<file path="src/rtl/i2s_pkg.sv">
`default_nettype none
// ============================================================================
// Module      : i2s_pkg
// Description : Shared I2S definitions: transmit sequencer state encoding and
//               slot/frame geometry of the I2S2 Pmod clock generator.
//               Intended to be shared with a future receive sequencer.
// Contents    : tx_state_t  - IDLE / WAIT_FRAME / LEFT / RIGHT
//               SlotBits    - sclk periods per channel slot
//               FrameBits   - sclk periods per stereo frame
// Revision    : 1.0 - initial release
// ============================================================================
package i2s_pkg;

   typedef enum logic [1:0] {
      IDLE       = 2'd0,
      WAIT_FRAME = 2'd1,
      LEFT       = 2'd2,
      RIGHT      = 2'd3
   } tx_state_t;

   localparam int SlotBits  = 32;
   localparam int FrameBits = 64;

endpackage
`default_nettype wire

</file>
<file path="src/rtl/i2s_tx_sequencer_if.sv">
`default_nettype none
// ============================================================================
// Module      : i2s_tx_sequencer_if
// Description : Signal bundle between the audio datapath / clock generator
//               and the I2S transmit sequencer.
// Ports       : enable      - run request
//               sclk, lrck  - bit / word clock (clk-domain registers)
//               sampleLeft, sampleRight, sampleValid, sampleReady
//                           - stereo sample handshake
//               sdout       - serial data to the DAC
//               underflow   - frame started with an empty buffer
//               active      - sequencer is streaming
//               master : drives the inputs of the sequencer
//               slave  : the sequencer itself
// Revision    : 1.0 - initial release
// ============================================================================
interface i2s_tx_sequencer_if #(
   parameter int DataWidth = 24
) ();

   logic                 enable;
   logic                 sclk;
   logic                 lrck;
   logic [DataWidth-1:0] sampleLeft;
   logic [DataWidth-1:0] sampleRight;
   logic                 sampleValid;
   logic                 sampleReady;
   logic                 sdout;
   logic                 underflow;
   logic                 active;

   modport master (
      output enable, sclk, lrck, sampleLeft, sampleRight, sampleValid,
      input  sampleReady, sdout, underflow, active
   );

   modport slave (
      input  enable, sclk, lrck, sampleLeft, sampleRight, sampleValid,
      output sampleReady, sdout, underflow, active
   );

endinterface
`default_nettype wire

</file>
<file path="src/rtl/i2s_edge_detect.sv">
`default_nettype none
// ============================================================================
// Module      : i2s_edge_detect
// Description : Registers sclk/lrck and flags their edges in the clk domain.
//               During reset the registers track the live inputs so that no
//               false edge appears on reset release.
// Ports       : clk, reset  - system clock, synchronous active-low reset
//               sclk_i      - bit clock
//               lrck_i      - word clock
//               sclkFall_o  - sclk went 1 -> 0
//               lrckFall_o  - lrck went 1 -> 0 (start of left slot)
//               lrckRise_o  - lrck went 0 -> 1 (start of right slot)
// Revision    : 1.0 - initial release
// ============================================================================
module i2s_edge_detect (
   input  logic clk,
   input  logic reset,
   input  logic sclk_i,
   input  logic lrck_i,
   output logic sclkFall_o,
   output logic lrckFall_o,
   output logic lrckRise_o
);

   logic sclk_q;
   logic lrck_q;

   always_ff @(posedge clk) begin
      if (!reset) begin
         sclk_q <= sclk_i;
         lrck_q <= lrck_i;
      end else begin
         sclk_q <= sclk_i;
         lrck_q <= lrck_i;
      end
   end

   assign sclkFall_o = sclk_q & ~sclk_i;
   assign lrckFall_o = lrck_q & ~lrck_i;
   assign lrckRise_o = ~lrck_q & lrck_i;

endmodule
`default_nettype wire

</file>
<file path="src/rtl/i2s_tx_sequencer.sv">
`default_nettype none
// ============================================================================
// Module      : i2s_tx_sequencer
// Description : I2S transmit sequencer. Accepts one stereo pair per frame via
//               valid/ready into a one-entry holding buffer and serialises it
//               MSB first, one sclk after each lrck edge, lrck low = left.
// Ports       : clk, reset   - system clock, synchronous active-low reset
//               bus (slave)  - enable, sclk, lrck, sample handshake, sdout,
//                              underflow pulse, active status
// Revision    : 1.0 - initial release
// ============================================================================
module i2s_tx_sequencer
   import i2s_pkg::*;
#(
   parameter int DataWidth = 24,
   parameter int SlotBits  = i2s_pkg::SlotBits
) (
   input  logic              clk,
   input  logic              reset,
   i2s_tx_sequencer_if.slave bus
);

   logic                 sclkFall;
   logic                 lrckFall;
   logic                 lrckRise;

   tx_state_t            state_q,      state_d;
   logic                 bufFull_q,    bufFull_d;
   logic [DataWidth-1:0] bufL_q,       bufL_d;
   logic [DataWidth-1:0] bufR_q,       bufR_d;
   logic [SlotBits-1:0]  shift_q,      shift_d;
   logic [SlotBits-1:0]  rightStage_q, rightStage_d;
   logic                 sdout_q,      sdout_d;
   logic                 underflow_q,  underflow_d;

   logic                 sampleReady;
   logic                 handshake;
   logic [DataWidth-1:0] loadL;
   logic [DataWidth-1:0] loadR;
   logic                 loadEmpty;
   logic [SlotBits-1:0]  padL;
   logic [SlotBits-1:0]  padR;

   i2s_edge_detect u_edge (
      .clk        (clk),
      .reset      (reset),
      .sclk_i     (bus.sclk),
      .lrck_i     (bus.lrck),
      .sclkFall_o (sclkFall),
      .lrckFall_o (lrckFall),
      .lrckRise_o (lrckRise)
   );

   assign sampleReady = !bufFull_q && (state_q != IDLE);
   assign handshake   = bus.sampleValid && sampleReady;

   // Frame source: a pair accepted in this very cycle wins (bypass), then the
   // holding buffer, otherwise silence with an underflow pulse.
   always_comb begin
      loadL     = '0;
      loadR     = '0;
      loadEmpty = 1'b1;
      if (handshake) begin
         loadL     = bus.sampleLeft;
         loadR     = bus.sampleRight;
         loadEmpty = 1'b0;
      end else if (bufFull_q) begin
         loadL     = bufL_q;
         loadR     = bufR_q;
         loadEmpty = 1'b0;
      end
   end

   // Left-justify the sample in its slot; low bits are zero padding.
   assign padL = SlotBits'(loadL) << (SlotBits - DataWidth);
   assign padR = SlotBits'(loadR) << (SlotBits - DataWidth);

   always_comb begin
      state_d      = state_q;
      bufFull_d    = bufFull_q;
      bufL_d       = bufL_q;
      bufR_d       = bufR_q;
      shift_d      = shift_q;
      rightStage_d = rightStage_q;
      sdout_d      = sdout_q;
      underflow_d  = 1'b0;

      if (handshake) begin
         bufFull_d = 1'b1;
         bufL_d    = bus.sampleLeft;
         bufR_d    = bus.sampleRight;
      end

      case (state_q)
         IDLE: begin
            sdout_d = 1'b0;
            if (bus.enable) state_d = WAIT_FRAME;
         end
         WAIT_FRAME: begin
            // The bit emitted on the entering lrck fall belongs to no frame.
            sdout_d = 1'b0;
            if (lrckFall) begin
               state_d      = LEFT;
               shift_d      = padL;
               rightStage_d = padR;
               bufFull_d    = 1'b0;
               underflow_d  = loadEmpty;
            end
         end
         LEFT: begin
            // On the lrck edge sdout still takes the outgoing slot's last bit;
            // this yields the one-sclk I2S data delay.
            if (sclkFall) sdout_d = shift_q[SlotBits-1];
            if (lrckRise) begin
               state_d = RIGHT;
               shift_d = rightStage_q;
            end else if (sclkFall) begin
               shift_d = {shift_q[SlotBits-2:0], 1'b0};
            end
         end
         RIGHT: begin
            if (sclkFall) sdout_d = shift_q[SlotBits-1];
            if (lrckFall) begin
               state_d      = LEFT;
               shift_d      = padL;
               rightStage_d = padR;
               bufFull_d    = 1'b0;
               underflow_d  = loadEmpty;
            end else if (sclkFall) begin
               shift_d = {shift_q[SlotBits-2:0], 1'b0};
            end
         end
         default: state_d = IDLE;
      endcase

      if (!bus.enable) begin
         state_d     = IDLE;
         sdout_d     = 1'b0;
         bufFull_d   = 1'b0;
         underflow_d = 1'b0;
         shift_d     = '0;
      end
   end

   always_ff @(posedge clk) begin
      if (!reset) begin
         state_q      <= IDLE;
         bufFull_q    <= 1'b0;
         bufL_q       <= '0;
         bufR_q       <= '0;
         shift_q      <= '0;
         rightStage_q <= '0;
         sdout_q      <= 1'b0;
         underflow_q  <= 1'b0;
      end else begin
         state_q      <= state_d;
         bufFull_q    <= bufFull_d;
         bufL_q       <= bufL_d;
         bufR_q       <= bufR_d;
         shift_q      <= shift_d;
         rightStage_q <= rightStage_d;
         sdout_q      <= sdout_d;
         underflow_q  <= underflow_d;
      end
   end

   assign bus.sampleReady = sampleReady;
   assign bus.sdout       = sdout_q;
   assign bus.underflow   = underflow_q;
   assign bus.active      = (state_q == LEFT) || (state_q == RIGHT);

endmodule
`default_nettype wire

</file>
<file path="src/flat_wrapper.sv">
// flat-port wrapper written by rule: the top's interface ports become plain ports
module i2s_tx_sequencer_flat import i2s_pkg::*;
#(
   parameter int DataWidth = 24,
   parameter int SlotBits  = i2s_pkg::SlotBits
)
  (clk, reset, bus_enable, bus_sclk, bus_lrck, bus_sampleLeft, bus_sampleRight, bus_sampleValid, bus_sampleReady, bus_sdout, bus_underflow, bus_active);
  i2s_tx_sequencer_if #(.DataWidth(DataWidth)) bus_i ();
  input  logic clk;
  input  logic reset;
  input wire logic [$bits(bus_i.enable)-1:0] bus_enable;
  input wire logic [$bits(bus_i.sclk)-1:0] bus_sclk;
  input wire logic [$bits(bus_i.lrck)-1:0] bus_lrck;
  input wire logic [$bits(bus_i.sampleLeft)-1:0] bus_sampleLeft;
  input wire logic [$bits(bus_i.sampleRight)-1:0] bus_sampleRight;
  input wire logic [$bits(bus_i.sampleValid)-1:0] bus_sampleValid;
  output wire logic [$bits(bus_i.sampleReady)-1:0] bus_sampleReady;
  output wire logic [$bits(bus_i.sdout)-1:0] bus_sdout;
  output wire logic [$bits(bus_i.underflow)-1:0] bus_underflow;
  output wire logic [$bits(bus_i.active)-1:0] bus_active;
  assign bus_i.enable = bus_enable;
  assign bus_i.sclk = bus_sclk;
  assign bus_i.lrck = bus_lrck;
  assign bus_i.sampleLeft = bus_sampleLeft;
  assign bus_i.sampleRight = bus_sampleRight;
  assign bus_i.sampleValid = bus_sampleValid;
  assign bus_sampleReady = bus_i.sampleReady;
  assign bus_sdout = bus_i.sdout;
  assign bus_underflow = bus_i.underflow;
  assign bus_active = bus_i.active;
  i2s_tx_sequencer #(.DataWidth(DataWidth), .SlotBits(SlotBits)) u_core (.clk(clk), .reset(reset), .bus(bus_i));
endmodule
</file>
<file path="config.mk">
export PLATFORM = sky130hd
export DESIGN_NAME = i2s_tx_sequencer_flat
export DESIGN_NICKNAME = d
export VERILOG_FILES = /design/src/rtl/i2s_pkg.sv /design/src/rtl/i2s_tx_sequencer_if.sv /design/src/rtl/i2s_edge_detect.sv /design/src/rtl/i2s_tx_sequencer.sv /design/src/flat_wrapper.sv
export SDC_FILE = /design/constraint.sdc
export NUM_CORES = 1
export LEC_CHECK = 0
export CAP_MARGIN = 20
export CORE_MARGIN = 8
export CORE_UTILIZATION = 46
export CTS_BUF_LIST = sky130_fd_sc_hd__clkbuf_8
export CTS_CLUSTER_DIAMETER = 80
export DETAILED_ROUTE_END_ITERATION = 10
export PLACE_DENSITY = 0.65
export SYNTH_ARGS = -nofsm -noshare
export SYNTH_HDL_FRONTEND = slang
export SYNTH_SLANG_ARGS = --single-unit
</file>
<file path="constraint.sdc">
create_clock -name clk -period 2.25 [get_ports clk]
set_input_delay 0.675 -clock clk [delete_from_list [all_inputs] [get_ports clk]]
set_output_delay 0.675 -clock clk [all_outputs]
set_load 0.005 [all_outputs]
</file>
==> results of run 1 <==
-- tightest hold or removal path, delay by kind of cell (launching register included) --
family        cells  cell delay, ns
flops             1            0.32
simple gates      2            0.08
-- final cells by class --
type | count | area, um2 | area share (%)
clock buffer | 10 | 137.6 | 2.189
sequential | 111 | 2226 | 35.40
inverter | 1 | 3.754 | 0.05969
multi-input combinational | 411 | 2829 | 44.99
timing repair buffer | 83 | 878.3 | 13.97
clock inverter | 2 | 35.03 | 0.5571
tap | 143 | 178.9 | 2.845
-- power groups by stage --
stage,logic [mW],registers [mW],clock network [mW]
after global placement,0.443,2.10,0
final,0.448,2.05,1.15
after global routing,0.488,2.06,1.25
after CTS,0.453,2.05,1.18
after detailed placement,0.451,2.10,0
after floorplan,0.288,2.09,0
-- metrics by stage --
step                setup TNS (ns)  power (mW)  utilization [%]
floorplan                        0       2.377                -
global placement            -1.359       2.539            53.30
detailed placement          -2.481       2.549            53.30
CTS                              0       3.686            54.82
global route                     0       3.797            54.84
finish                           0       3.650            54.84
-- cells by family (layout without fill, tap and decap cells) --
family / count (synthesis) / in the layout / share of synthesized area, %
buf+inv: 57 / 96 / 6.901
simple gates: 183 / 183 / 17.47
mux: 24 / 24 / 4.431
compound gates: 204 / 204 / 30.21
flops: 111 / 111 / 40.99
-- Yosys cell counts, drive strengths merged (3+ instances only) --
master  number
o211ai      24
mux2i       24
nor2         3
clkbuf      21
a21boi      48
nand2      135
nand2b       3
a21oi       80
o221a       24
and2         4
nand3       30
dfxtp      111
o21ai       25
buf         35
-- sequential cells by signal, indices dropped and copies added, names as in the netlist --
register / flops
u_core.bus.sdout: 1
u_core.rightStage_q: 24
u_core.shift_q: 32
u_core.bufFull_q: 1
u_core.state_q: 2
u_core.u_edge.lrck_q: 1
u_core.bufR_q: 24
u_core.bus.underflow: 1
u_core.u_edge.sclk_q: 1
u_core.bufL_q: 24
-- how the worst min path moves through the flow --
stage | startpoint | to | slack (ns)
after floorplan | u_core.shift_q[0]$_SDFFE_PN0P_ | u_core.shift_q[0]$_SDFFE_PN0P_ | 0.41
after global placement | u_core.shift_q[0]$_SDFFE_PN0P_ | u_core.shift_q[0]$_SDFFE_PN0P_ | 0.42
after global routing | u_core.shift_q[0]$_SDFFE_PN0P_ | u_core.shift_q[0]$_SDFFE_PN0P_ | 0.46
final | u_core.shift_q[0]$_SDFFE_PN0P_ | u_core.shift_q[0]$_SDFFE_PN0P_ | 0.43
after detailed placement | u_core.shift_q[0]$_SDFFE_PN0P_ | u_core.shift_q[0]$_SDFFE_PN0P_ | 0.42
after CTS | u_core.shift_q[0]$_SDFFE_PN0P_ | u_core.shift_q[0]$_SDFFE_PN0P_ | 0.44
-- metal layers --
metal	track usage, %	wire length [um]	vias up
li1	-	-	2110
met5	0	0	-
met4	5.174	101	0
met3	2.553	357	7
met2	22.73	5281	81
met1	22.27	6300	1963
-- repair_timing --
item,4_1_cts,5_1_grt
endpoints found under the setup margin,1,1
gates resized for setup,1,1
setup buffers,0,0
==> results.sh, run 1 <==
export IMPL_drive_above_1_share_pct=21.84
export IMPL_ys_warn_count=0
export IMPL_diodes=0
export IMPL_fp_dieW_um=124.6
export IMPL_fin_nets=671
export IMPL_critPathLaunch="u_core.bufFull_q$_SDFF_PN0_"
export IMPL_hold_violations=0
export IMPL_dpl_cell_count=749
export IMPL_clock_path_buffers=2
export IMPL_dpl_worst_slack_ns=-0.1380
export IMPL_die_area_um2=15520
export IMPL_stdcell_count=761
export IMPL_crit_slowest_cell="clkdlybuf4s50_1"
export IMPL_synth_cell_types=36
export IMPL_area_delta_synth_final_pct=15.99
export IMPL_place_gp_congestion=0.7440
export IMPL_clock_fmax_mhz=460.2
export IMPL_netSwitchingFraction_pct=24.27
export IMPL_yosysTopAreaCellShare_pct=40.99
export IMPL_rr_endpoint="u_core.rightStage_q[19]$_SDFFE_PN0P_"
export IMPL_synth_largest_area_cell="dfxtp_1"
export IMPL_syn_avg_cell_area_um2=9.363
export IMPL_fillCellCount=1079
export IMPL_io_pins=58
export IMPL_cp_data_required_time_ns=1.57
export IMPL_finalInstanceArea_um2=6289
export IMPL_synthesis_area_um2=5421
export IMPL_wirelength_mm=12.04
export IMPL_fin_ws_ns=0.07703
export IMPL_cts_tree="built"
export IMPL_critPathLaunchType="flip-flop"
export IMPL_min_period_over_period_pct=96.58
export IMPL_ys_ff_latch=111
export IMPL_worstSetupPathType="flip-flop to output port"
export IMPL_dpl_hpwl_mm=8.225
export IMPL_netlist_instances=579
export IMPL_setup_violations=0
export IMPL_min_path_type="flip-flop to flip-flop"
export IMPL_crit_path_max_fanout=2
export IMPL_cp_num_cells=2
export IMPL_power_switching_uw=885.9
export IMPL_firstDrtPassIters=4
export IMPL_rows=39
export IMPL_seqPwrFrac_pct=56.2
export IMPL_p_comb_share_pct=12.3
export IMPL_critPathArrivalTime_ns=1.50
export IMPL_grt_pass1_wl_mm=20.32
export IMPL_fin_hold_ws_ns=0.4327
export IMPL_slew_headroom_pct=64.28
export IMPL_crit_path_end="bus_sampleReady"
export IMPL_placed_area_um2=6112
export IMPL_start_util_pct=47.28
export IMPL_crit_buf_inv=1
export IMPL_grt_pass1_vias=4123
export IMPL_synth_fp_nets=633
export IMPL_status="finished, final reports clean"
export IMPL_clock_sinks=111
export IMPL_dr_first_iter_drc_count=258
export IMPL_slew_violations=0
export IMPL_cts_root_buffer="clkbuf_8"
export IMPL_ant_nets=0
export IMPL_fin_worst_skew_ns=0.003853
export IMPL_cts_hold_buf=0
export IMPL_coreArea_um2=11470
export IMPL_min_period_ns=2.173
export IMPL_synth_edf_count=0
export IMPL_grt_setup_unrepaired="false"
export IMPL_synth_area_top_cells="dfxtp_1 (41%), nand2_1 (7.9%), a21oi_2 (6.5%)"
export IMPL_avgRoutedWirePerCell_um=15.82
export IMPL_leakagePower_nw=2.287
export IMPL_power_density_nw_per_um2=580.4
export IMPL_die_height_um=124.6
export IMPL_vias=4161
export IMPL_worst_pin_slew_ns=0.5358
export IMPL_maxCapViolations=0
export IMPL_reg2reg_from="u_core.bufFull_q$_SDFF_PN0_"
export IMPL_hold_path_cell_count=2
export IMPL_critical_path_top_delay_family="buffers and inverters"
export IMPL_cts_buffers=9
export IMPL_synth_main_ff_cell="dfxtp_1"
export IMPL_power_frac_clock_pct=31.5
export IMPL_cts_clk_slew_worst_paths_ns=0.09
export IMPL_cpPeakStageDelay_ns=0.53
export IMPL_r2r_setup_slack_ns=0.53
export IMPL_p_int_mw=2.764
export IMPL_vias_per_cell=5.468
export IMPL_async_flop_share_pct=0
export IMPL_antenna_found_initial=0
export IMPL_r2r_cells=7
export IMPL_grt_usage_pct=15.48
export IMPL_peakVddDrop_uv=288.0
export IMPL_overflow=0
export IMPL_final_common_cell="nand2_1"
export IMPL_clock_latency_ns=0.37
export IMPL_port_buffers=57
export IMPL_grt_max_degree=73
export IMPL_ys_seq_area_share_pct=40.99
export IMPL_layout_common_cells="nand2_1 (114), dfxtp_1 (110), clkdlybuf4s50_1 (57)"
export IMPL_crit_path_end_kind="output port"
export IMPL_crit_chain="o21ba_1, clkdlybuf4s50_1"
export IMPL_drc=0
export IMPL_h_tree_depth=3
Power figures use the tool's default switching activity.
==> inputs of run 2 (changes only) <==
Settings changed: ABC_AREA from default to 1, CAP_MARGIN 20 to default, SKIP_CTS_REPAIR_TIMING from default to 1.
==> run 2 against run 1 <==
Clock power rose by 23%. Synthesized area fell by 4.6%. Sequential power barely moved. Global-route usage rose by 3.8 points.
==> results.sh, run 2 <==
export IMPL_status="finished, final reports clean"
export IMPL_avgRoutedWirePerCell_um=14.68
export IMPL_drive_above_1_share_pct=9.875
export IMPL_netSwitchingFraction_pct=24.46
export IMPL_p_int_mw=2.938
export IMPL_crit_path_end_kind="output port"
export IMPL_drc=0
export IMPL_coreArea_um2=10890
export IMPL_min_period_over_period_pct=91.10
export IMPL_reg2reg_from="u_core.bufFull_q$_SDFF_PN0_"
export IMPL_antenna_found_initial=0
export IMPL_regMostFlops="u_core.shift_q"
export IMPL_largest_register_ff_count=32
export IMPL_power_frac_clock_pct=36.4
export IMPL_cp_data_required_time_ns=1.57
export IMPL_rr_endpoint="u_core.shift_q[28]$_SDFFE_PN0P_"
export IMPL_min_period_ns=2.050
export IMPL_critPathLaunch="u_core.state_q[1]$_SDFFE_PN0P_"
export IMPL_worst_pin_slew_ns=0.5595
export IMPL_dpl_cell_count=925
export IMPL_ys_warn_count=0
export IMPL_synth_main_ff_cell="dfxtp_1"
export IMPL_firstDrtPassIters=4
export IMPL_final_common_cell="nand2_1"
export IMPL_worstSetupPathType="flip-flop to output port"
export IMPL_peakVddDrop_uv=683.3
export IMPL_slew_violations=0
export IMPL_dpl_hpwl_mm=9.237
export IMPL_area_delta_synth_final_pct=18.68
export IMPL_grt_setup_unrepaired="false"
export IMPL_synth_edf_count=0
export IMPL_grt_usage_pct=19.24
export IMPL_fin_hold_ws_ns=0.4640
export IMPL_die_height_um=122.0
export IMPL_clock_latency_ns=0.38
export IMPL_grt_pass1_wl_mm=23.22
export IMPL_power_switching_uw=951.4
export IMPL_setup_violations=0
export IMPL_fin_worst_skew_ns=0.01030
export IMPL_ys_ff_latch=111
export IMPL_place_gp_congestion=0.8139
export IMPL_leakagePower_nw=2.477
export IMPL_r2r_setup_slack_ns=0.37
export IMPL_io_pins=58
export IMPL_synth_cell_types=24
export IMPL_min_path_type="flip-flop to flip-flop"
export IMPL_cts_tree="built"
export IMPL_r2r_cells=6
export IMPL_fin_tns_setup_ns=0
export IMPL_grt_pass1_vias=4701
export IMPL_syn_avg_cell_area_um2=6.813
export IMPL_clock_path_buffers=2
export IMPL_dr_first_iter_drc_count=376
export IMPL_wirelength_mm=13.80
export IMPL_slew_headroom_pct=62.70
export IMPL_cts_buffers=9
export IMPL_power_density_nw_per_um2=633.8
export IMPL_yosys_cell_count_top_type="nand2_1"
export IMPL_ant_nets=0
export IMPL_cts_root_buffer="clkbuf_8"
export IMPL_vias=4928
export IMPL_seqPwrFrac_pct=52.8
export IMPL_synthesis_area_um2=5171
export IMPL_stdcell_count=940
export IMPL_synth_fp_nets=813
export IMPL_port_buffers=57
export IMPL_hold_violations=0
export IMPL_clock_fmax_mhz=487.9
export IMPL_finalInstanceArea_um2=6137
export IMPL_fp_dieW_um=122.0
export IMPL_layout_common_cells="nand2_1 (241), dfxtp_1 (111), a21oi_1 (105)"
export IMPL_synth_largest_area_cell="dfxtp_1"
export IMPL_h_tree_depth=3
export IMPL_placed_area_um2=5901
export IMPL_netlist_instances=759
export IMPL_vias_per_cell=5.243
export IMPL_maxCapViolations=0
export IMPL_async_flop_share_pct=0
export IMPL_crit_path_max_fanout=5
export IMPL_critPathLaunchType="flip-flop"
export IMPL_overflow=0
export IMPL_cts_clk_slew_worst_paths_ns=0.10
export IMPL_clock_sinks=111
export IMPL_yosysTopAreaCellShare_pct=42.97
export IMPL_ys_seq_area_share_pct=42.97
export IMPL_grt_max_degree=50
export IMPL_crit_path_end="bus_active"
export IMPL_synth_area_top_cells="dfxtp_1 (43%), nand2_1 (17%), a21oi_1 (10%)"
export IMPL_synth_commonest_cells="nand2_1 (241), dfxtp_1 (111), a21oi_1 (105), nor2_1 (64), o21ai_0 (47)"
export IMPL_start_util_pct=47.49
export IMPL_p_comb_share_pct=10.8
export IMPL_diodes=0
export IMPL_rows=38
export IMPL_critPathArrivalTime_ns=1.37
export IMPL_fin_nets=850
export IMPL_die_area_um2=14890
run 2: layer usage:
layer	part of all wire [%]	vias to the layer above	global-route usage, %	wire length, um
met4	1.6	0	5.474	225
li1	-	2540	-	-
met1	48	2250	25.83	6680
met2	45	125	29.45	6171
met3	5.2	13	5.414	723
met5	0	-	0	0
run 2: logic make-up (layout without fill, tap and decap cells):
group / after synthesis / in the layout / share of synthesized area (%)
AO/OA/AOI/OAI: 175 / 175 / 18.44
buffers and inverters: 92 / 133 / 7.670
AND/OR/NAND/NOR: 381 / 381 / 30.92
flip-flops: 111 / 111 / 42.97
run 2: worst max-delay path, cell delays in order, from the launching register on:
cell	delay, ns
dfxtp_1	0.36
buf_4	0.14
clkdlybuf4s50_1	0.50
run 2: area by class of cell:
class                   instances  area (um2)
repair buffers                 77       798.3
clock inverters                 6       110.1
well taps                     140       175.2
inverters                      41       155.1
flip-flops and latches        111        2222
clock buffers                   9       123.9
multi-input cells             556        2552
fillers                      1092        4751
run 2: power by group through the flow:
stage | combinational [mW] | clock [mW] | sequential (mW)
global route | 0.464 | 1.53 | 2.06
CTS | 0.421 | 1.45 | 2.05
finish | 0.420 | 1.42 | 2.05
global placement | 0.413 | 0 | 2.10
detailed placement | 0.419 | 0 | 2.10
floorplan | 0.235 | 0 | 2.09
run 2: how the worst min path moves through the flow:
stage	slack [ns]	endpoint	cells past startpoint	from
floorplan	0.44	u_core.shift_q[0]$_SDFFE_PN0P_	2	u_core.shift_q[0]$_SDFFE_PN0P_
global placement	0.45	u_core.bufL_q[8]$_SDFFE_PN0P_	2	u_core.bufL_q[8]$_SDFFE_PN0P_
detailed placement	0.45	u_core.shift_q[0]$_SDFFE_PN0P_	2	u_core.shift_q[0]$_SDFFE_PN0P_
CTS	0.47	u_core.shift_q[0]$_SDFFE_PN0P_	2	u_core.shift_q[0]$_SDFFE_PN0P_
global route	0.49	u_core.bufL_q[12]$_SDFFE_PN0P_	2	u_core.bufL_q[12]$_SDFFE_PN0P_
finish	0.46	u_core.bufL_q[2]$_SDFFE_PN0P_	2	u_core.bufL_q[2]$_SDFFE_PN0P_
run 2: per-stage QoR:
| step | worst slack (ns) | total power [mW] | utilization [%] |
|---|---|---|---|
| 2_1_floorplan | 0.6154 | 2.327 | - |
| 5_1_grt | 0.1175 | 4.057 | 56.37 |
| 4_1_cts | -0.07934 | 3.927 | 56.34 |
| 3_3_place_gp | -0.01293 | 2.510 | 54.19 |
| 3_5_place_dp | -0.07368 | 2.518 | 54.19 |
| 6_report | 0.2003 | 3.890 | 56.37 |
